### src/rtl/pwm_deadtime_gen.sv
// rtl/pwm_deadtime_gen.sv - complementary half-bridge gate drive with break-before-make dead time
// Optional latched fault input and FAULT state when PWM_DT_FAULT_EN is defined.
module pwm_deadtime_gen #(
  parameter int DT_WIDTH = 4
) (
  input  logic                clk,
  input  logic                rst_a,
  input  logic                en,
  input  logic [DT_WIDTH-1:0] dead_time,
  input  logic                pwm_in,
`ifdef PWM_DT_FAULT_EN
  input  logic                fault,
  input  logic                fault_clr,
  output logic                fault_latched,
`endif
  output logic                pwm_h,
  output logic                pwm_l,
  output logic                busy
);

`ifdef PWM_DT_FAULT_EN
  typedef enum logic [2:0] {IDLE, H_ON, L_ON, DEAD, FAULT} state_t;
`else
  typedef enum logic [1:0] {IDLE, H_ON, L_ON, DEAD} state_t;
`endif

  state_t              state, state_next;
  logic [DT_WIDTH-1:0] cnt, cnt_next;
  logic [DT_WIDTH-1:0] dt_n;
  logic                pwm_s;

  assign dt_n = (dead_time == '0) ? DT_WIDTH'(1) : dead_time;

  always_comb begin
    state_next = state;
    cnt_next   = cnt;
    case (state)
      IDLE: begin
        state_next = DEAD;
        cnt_next   = dt_n;
      end
      H_ON: if (!pwm_s) begin
        state_next = DEAD;
        cnt_next   = dt_n;
      end
      L_ON: if (pwm_s) begin
        state_next = DEAD;
        cnt_next   = dt_n;
      end
      DEAD: begin
        // The counter holds the remaining low cycles, so the exit edge is the one that consumes the last.
        if (cnt <= DT_WIDTH'(1)) begin
          state_next = pwm_s ? H_ON : L_ON;
          cnt_next   = '0;
        end else begin
          cnt_next = cnt - DT_WIDTH'(1);
        end
      end
`ifdef PWM_DT_FAULT_EN
      FAULT: if (fault_clr && !fault) begin
        state_next = DEAD;
        cnt_next   = dt_n;
      end
`endif
      default: begin
        state_next = IDLE;
        cnt_next   = '0;
      end
    endcase

`ifdef PWM_DT_FAULT_EN
    if (fault) begin
      state_next = FAULT;
      cnt_next   = '0;
    end else if (!en && state_next != FAULT) begin
      state_next = IDLE;
      cnt_next   = '0;
    end
`else
    if (!en) begin
      state_next = IDLE;
      cnt_next   = '0;
    end
`endif
  end

  // Gates are registered from the next state so they never glitch on decode.
  always_ff @(posedge clk) begin
    if (!rst_a) begin
      state         <= IDLE;
      cnt           <= '0;
      pwm_s         <= 1'b0;
      pwm_h         <= 1'b0;
      pwm_l         <= 1'b0;
      busy          <= 1'b0;
`ifdef PWM_DT_FAULT_EN
      fault_latched <= 1'b0;
`endif
    end else begin
      state         <= state_next;
      cnt           <= cnt_next;
      pwm_s         <= pwm_in;
      pwm_h         <= (state_next == H_ON);
      pwm_l         <= (state_next == L_ON);
      busy          <= (state_next == DEAD);
`ifdef PWM_DT_FAULT_EN
      fault_latched <= (state_next == FAULT);
`endif
    end
  end

endmodule

### config.mk
export PLATFORM = sky130hd
export DESIGN_NAME = pwm_deadtime_gen
export DESIGN_NICKNAME = d
export VERILOG_FILES = /design/src/rtl/pwm_deadtime_gen.sv
export SDC_FILE = /design/constraint.sdc
export NUM_CORES = 1
export LEC_CHECK = 0
export CAP_MARGIN = 5
export CORE_AREA = 5 5 42 44
export CTS_CLUSTER_SIZE = 14
export DETAILED_ROUTE_END_ITERATION = 16
export DIE_AREA = 0 0 47 49
export PLACE_DENSITY = 0.73
export SETUP_SLACK_MARGIN = 0.1
export SLEW_MARGIN = 10
export SYNTH_ARGS = -nofsm -noshare
export SYNTH_HDL_FRONTEND = slang
export SYNTH_SLANG_ARGS = --single-unit
export TNS_END_PERCENT = 50
### constraint.sdc
create_clock -name clk -period 2.5 [get_ports clk]
set_input_delay 0.375 -clock clk [delete_from_list [all_inputs] [get_ports clk]]
set_output_delay 0.375 -clock clk [all_outputs]
set_load 0.005 [all_outputs]
# == After elaboration in Yosys (flattened, before gate mapping) ==
# Index checks and enable logic that the tools add are counted.
# totals
inputBits,8
output_inout_bits,3
ff_bits,10
elab_cells,31
# classes
mux,11
order_cmp,1
reduce_logical,4
addsub,1
eq_ne,8
# op_table
op,n
4-bit two-way mux,4
4-bit case mux with 4 select lines,1
2-bit two-way mux,5
2-bit == test (second input constant),4
2-bit case mux with 4 select lines,1
2-bit by 1-bit == test with 1-bit output (second input constant),2
4-bit by 1-bit <= comparator with 1-bit output (second input constant),1
4-bit logical NOT,1
2-bit inequality test (second input constant),2
2-bit AND reduction,2
4-bit by 1-bit subtractor with 4-bit output (second input constant),1
2-bit logical NOT,1

# == Logic depth before layout (Yosys ltp) ==
# logic_depth
depth_word,5
mapped_depth,6
mapped_depth_nobuf,6

# == Worst setup path before layout ==
# No wires, ideal clock.
# synth_path
path_type,flip-flop to flip-flop
startpoint,register cnt[0]
endpoint,register cnt[1]
arrival_ns,1.362
synth_period_minus_slack_ns,1.435
path_slack_ns,1.065
path_buffers,0
setup_time_ns,0.074
required_ns,2.426
stages_incl_launch_ff,7
path_cell_list,dfxtp_1 > inv_1 > ha_1 > nor2_1 > o311ai_4 > o221a_1 > nor3_2
# synth_via
elab_chain_cells,3
word_cells_on_any_way,4
cone_classes,add/sub: 1; order compare: 1; mux: 2
# synth_lines
item,line_no,rtl
start: declaration,28,"logic [DT_WIDTH-1:0] cnt, cnt_next;"
start signal: assignment,101,cnt <= cnt_next;
4-bit by 1-bit subtractor with 4-bit output / 4-bit by 1-bit <= comparator with 1-bit output (equally long branches),"56, 52",
4-bit two-way mux *,52,if (cnt <= DT_WIDTH'(1)) begin
4-bit case mux with 4 select lines *,37,case (state)
# Every way passes the cells marked *; elsewhere a longest branch is shown, timed or not.
# A chain may end at the register's enable or synchronous reset.

# == Worst setup path after layout ==
# Ends and elaborated chain as after synthesis.

==> flow_metrics.tcl <==
set metrics [dict create \
    drv_slew 0 \
    yosysWarnings 0 \
    syn_to_final_growth_pct 24.0 \
    fin_cells 88 \
    design_area_um2 712 \
    coreArea_mm2 0.00140 \
    wl_per_cell_um 13.4 \
    post-synth-top-count-cell "dfxtp_1" \
    leakagePower_uw 0.000273 \
    drc 0 \
    postRouteAntennaNets 0 \
    rows 14 \
    root_buffer "clkbuf_4" \
    ys.flop_type "dfxtp_1" \
    initial_utilization_pct 41.0 \
    fin_nets 83 \
    placed_cells 84 \
    ys_ff_latch 10 \
    worst_ep_required_time_ns 2.71 \
    post_dp_cell_area_um2 676 \
    grt_usage_pct 13.1 \
    period_needed_ns 1.64 \
    crit_type "reg2reg" \
    drt-met1-wl_um 478 \
    cp_data_arrival_time_ns 1.85 \
    synth_top_area_share_pct 34.9 \
    synth_commonest_cells "dfxtp_1 (10), a21oi_1 (7), nor2_1 (7)" \
    syn_inst 60 \
    dr_wl_met3_um 67 \
    max_freq_mhz 610 \
    htreeDepth 1 \
    ios 11 \
    syn_nets 70 \
    yosysTopAreaCell "dfxtp_1" \
    syn_avg_cell_area_um2 9.57 \
    viasPerCell 5.49 \
    die_x_um 47 \
    grt_max_degree 12 \
    worst-path-max-fanout 7 \
    irDropWorstVdd_mv 0.406 \
    drive_gt1_share_pct 19.4 \
    cts_tree "done" \
    antenna_found_initial 0 \
    grt_overflow 0 \
    io_buffer_count 10 \
    hpwl_um 861 \
    worst_setup_path_end_kind "register" \
    hold_viol 0 \
    crit_start "cnt[0]$_SDFFE_PN0P_" \
    maxCapViolations 0 \
    ys_async_sr_fraction_pct 0 \
    clkTransAtPathRegs_ns 0.07 \
    r2r_slack_ns 0.86 \
    clock_skew_ns 0.00581 \
    place_congestion 0.775 \
    worstHoldStart "cnt[1]$_SDFFE_PN0P_" \
    clock_path_buffers 2 \
    rsz0062_at_grt "false" \
    tightest_slew_ns 0.527 \
    outcome "completed" \
    yosys.cell_types.count 27 \
    wl_met2_um 606 \
    postCtsSetupBuffers 0 \
    cts.sinks 10 \
    synth_seq_area_share_pct 34.9 \
    fp.dieH_um 49 \
    cts_resized 0 \
    synth_area_leaders "dfxtp_1 (35%), nor3_2 (7.0%), a21oi_1 (6.1%), o221a_1 (5.9%), nor2_1 (4.6%)" \
    synth_area_um2 574 \
    r2r_cells 6 \
    crit_end "cnt[1]$_SDFFE_PN0P_" \
    timing.rr.end "cnt[1]$_SDFFE_PN0P_" \
    setup_violations 0 \
    hold_class "reg2reg" \
    hold_buffers 0 \
    timing.final.crit_share_pct 65.6 \
    maxSlewHeadroom_pct 64.8 \
    die_area_mm2 0.00230 \
    cts_made_buffers 3 \
    synth_edf_count 0 \
    diodes 0 \
    grt_pass1_wl_um 2140 \
    totalWireLength_um 1180 \
    finalSetupTns_ns 0 \
    highest_layer "met4" \
    dr.pass1.iters 4 \
    vias 483 \
    rr_startpoint "cnt[0]$_SDFFE_PN0P_" \
    p_per_area_mw_per_mm2 561 \
    grt_pass1_vias 490 \
    drtIter0Drc 3 \
    clock_latency_ns 0.27 \
    critPathLaunchType "register" \
]
stage by stage:
step	setup WS [ns]	hold slack (ns)	utilization, %	total power (µW)
6_report	0.859	0.547	50.8	400
5_1_grt	0.765	0.579	50.8	423
4_1_cts	0.853	0.545	50.8	405
3_5_place_dp	0.873	0.535	48.2	255
3_3_place_gp	0.918	0.530	48.2	253
2_1_floorplan	1.06	0.497	-	233
state kept, by name, indices dropped and copies added, names as in the netlist:
| signal | flops |
|---|---|
| pwm_h | 1 |
| pwm_s | 1 |
| state | 2 |
| pwm_l | 1 |
| busy | 1 |
| cnt | 4 |
layout by cell type (no fill, tap or decap), drive strengths merged, types with 2 or more instances in the layout:
cell,Yosys,layout
nor3,5,5
inv,3,3
nor2,7,7
nand2,5,5
dfxtp,10,10
o21bai,2,2
clkdlybuf4s50,0,10
o22a,2,2
a21oi,7,7
o221a,3,3
clkbuf,0,4
ha,2,2
critical path: stages, from the launching register on:
cell	delay [ns]
dfxtp_1	0.42
inv_1	0.07
ha_1	0.25
nor2_1	0.22
o311ai_4	0.17
o221a_1	0.31
nor3_2	0.14
report_power, final:
| part | internal, µW | leakage (µW) | switching, µW | total (µW) |
|---|---|---|---|---|
| sequential | 168 | 0.0000823 | 16.6 | 184 |
| clock | 88.6 | 0.0000210 | 58.9 | 148 |
| combinational | 39.3 | 0.000170 | 28.4 | 67.7 |
| total | 296 | 0.000273 | 104 | 400 |
per-layer routing:
layer  global-route usage [%]  vias up
met2                     19.9       11
met4                     6.45        0
met3                     7.01        4
met5                        0        -
li1                         -      240
met1                     14.4      228
cell type report:
cell class                      instances  area [µm²]
Multi-Input combinational cell         45         344
Timing Repair Buffer                   10         100
Fill cell                             144         689
Sequential cell                        10         200
Tap cell                               16        20.0
Clock buffer                            4        36.3
Inverter                                3        11.3
cells by family after synthesis:
group           synth area share, %
xor+xnor                       1.53
mux                            1.74
flops                          34.9
fa+ha+maj                      4.36
simple gates                   23.5
compound gates                 28.8
buf+inv                        5.23
how the worst min path moves through the flow:
| stage | end | slack [ns] | cells after the start |
|---|---|---|---|
| 6_report | cnt[1]$_SDFFE_PN0P_ | 0.55 | 2 |
| 5_1_grt | cnt[1]$_SDFFE_PN0P_ | 0.58 | 2 |
| 4_1_cts | cnt[1]$_SDFFE_PN0P_ | 0.54 | 2 |
| 3_5_place_dp | cnt[1]$_SDFFE_PN0P_ | 0.53 | 2 |
| 3_3_place_gp | cnt[1]$_SDFFE_PN0P_ | 0.53 | 2 |
| 2_1_floorplan | pwm_s$_SDFF_PN0_ | 0.50 | 1 |
(Power assumes the default switching activity.)
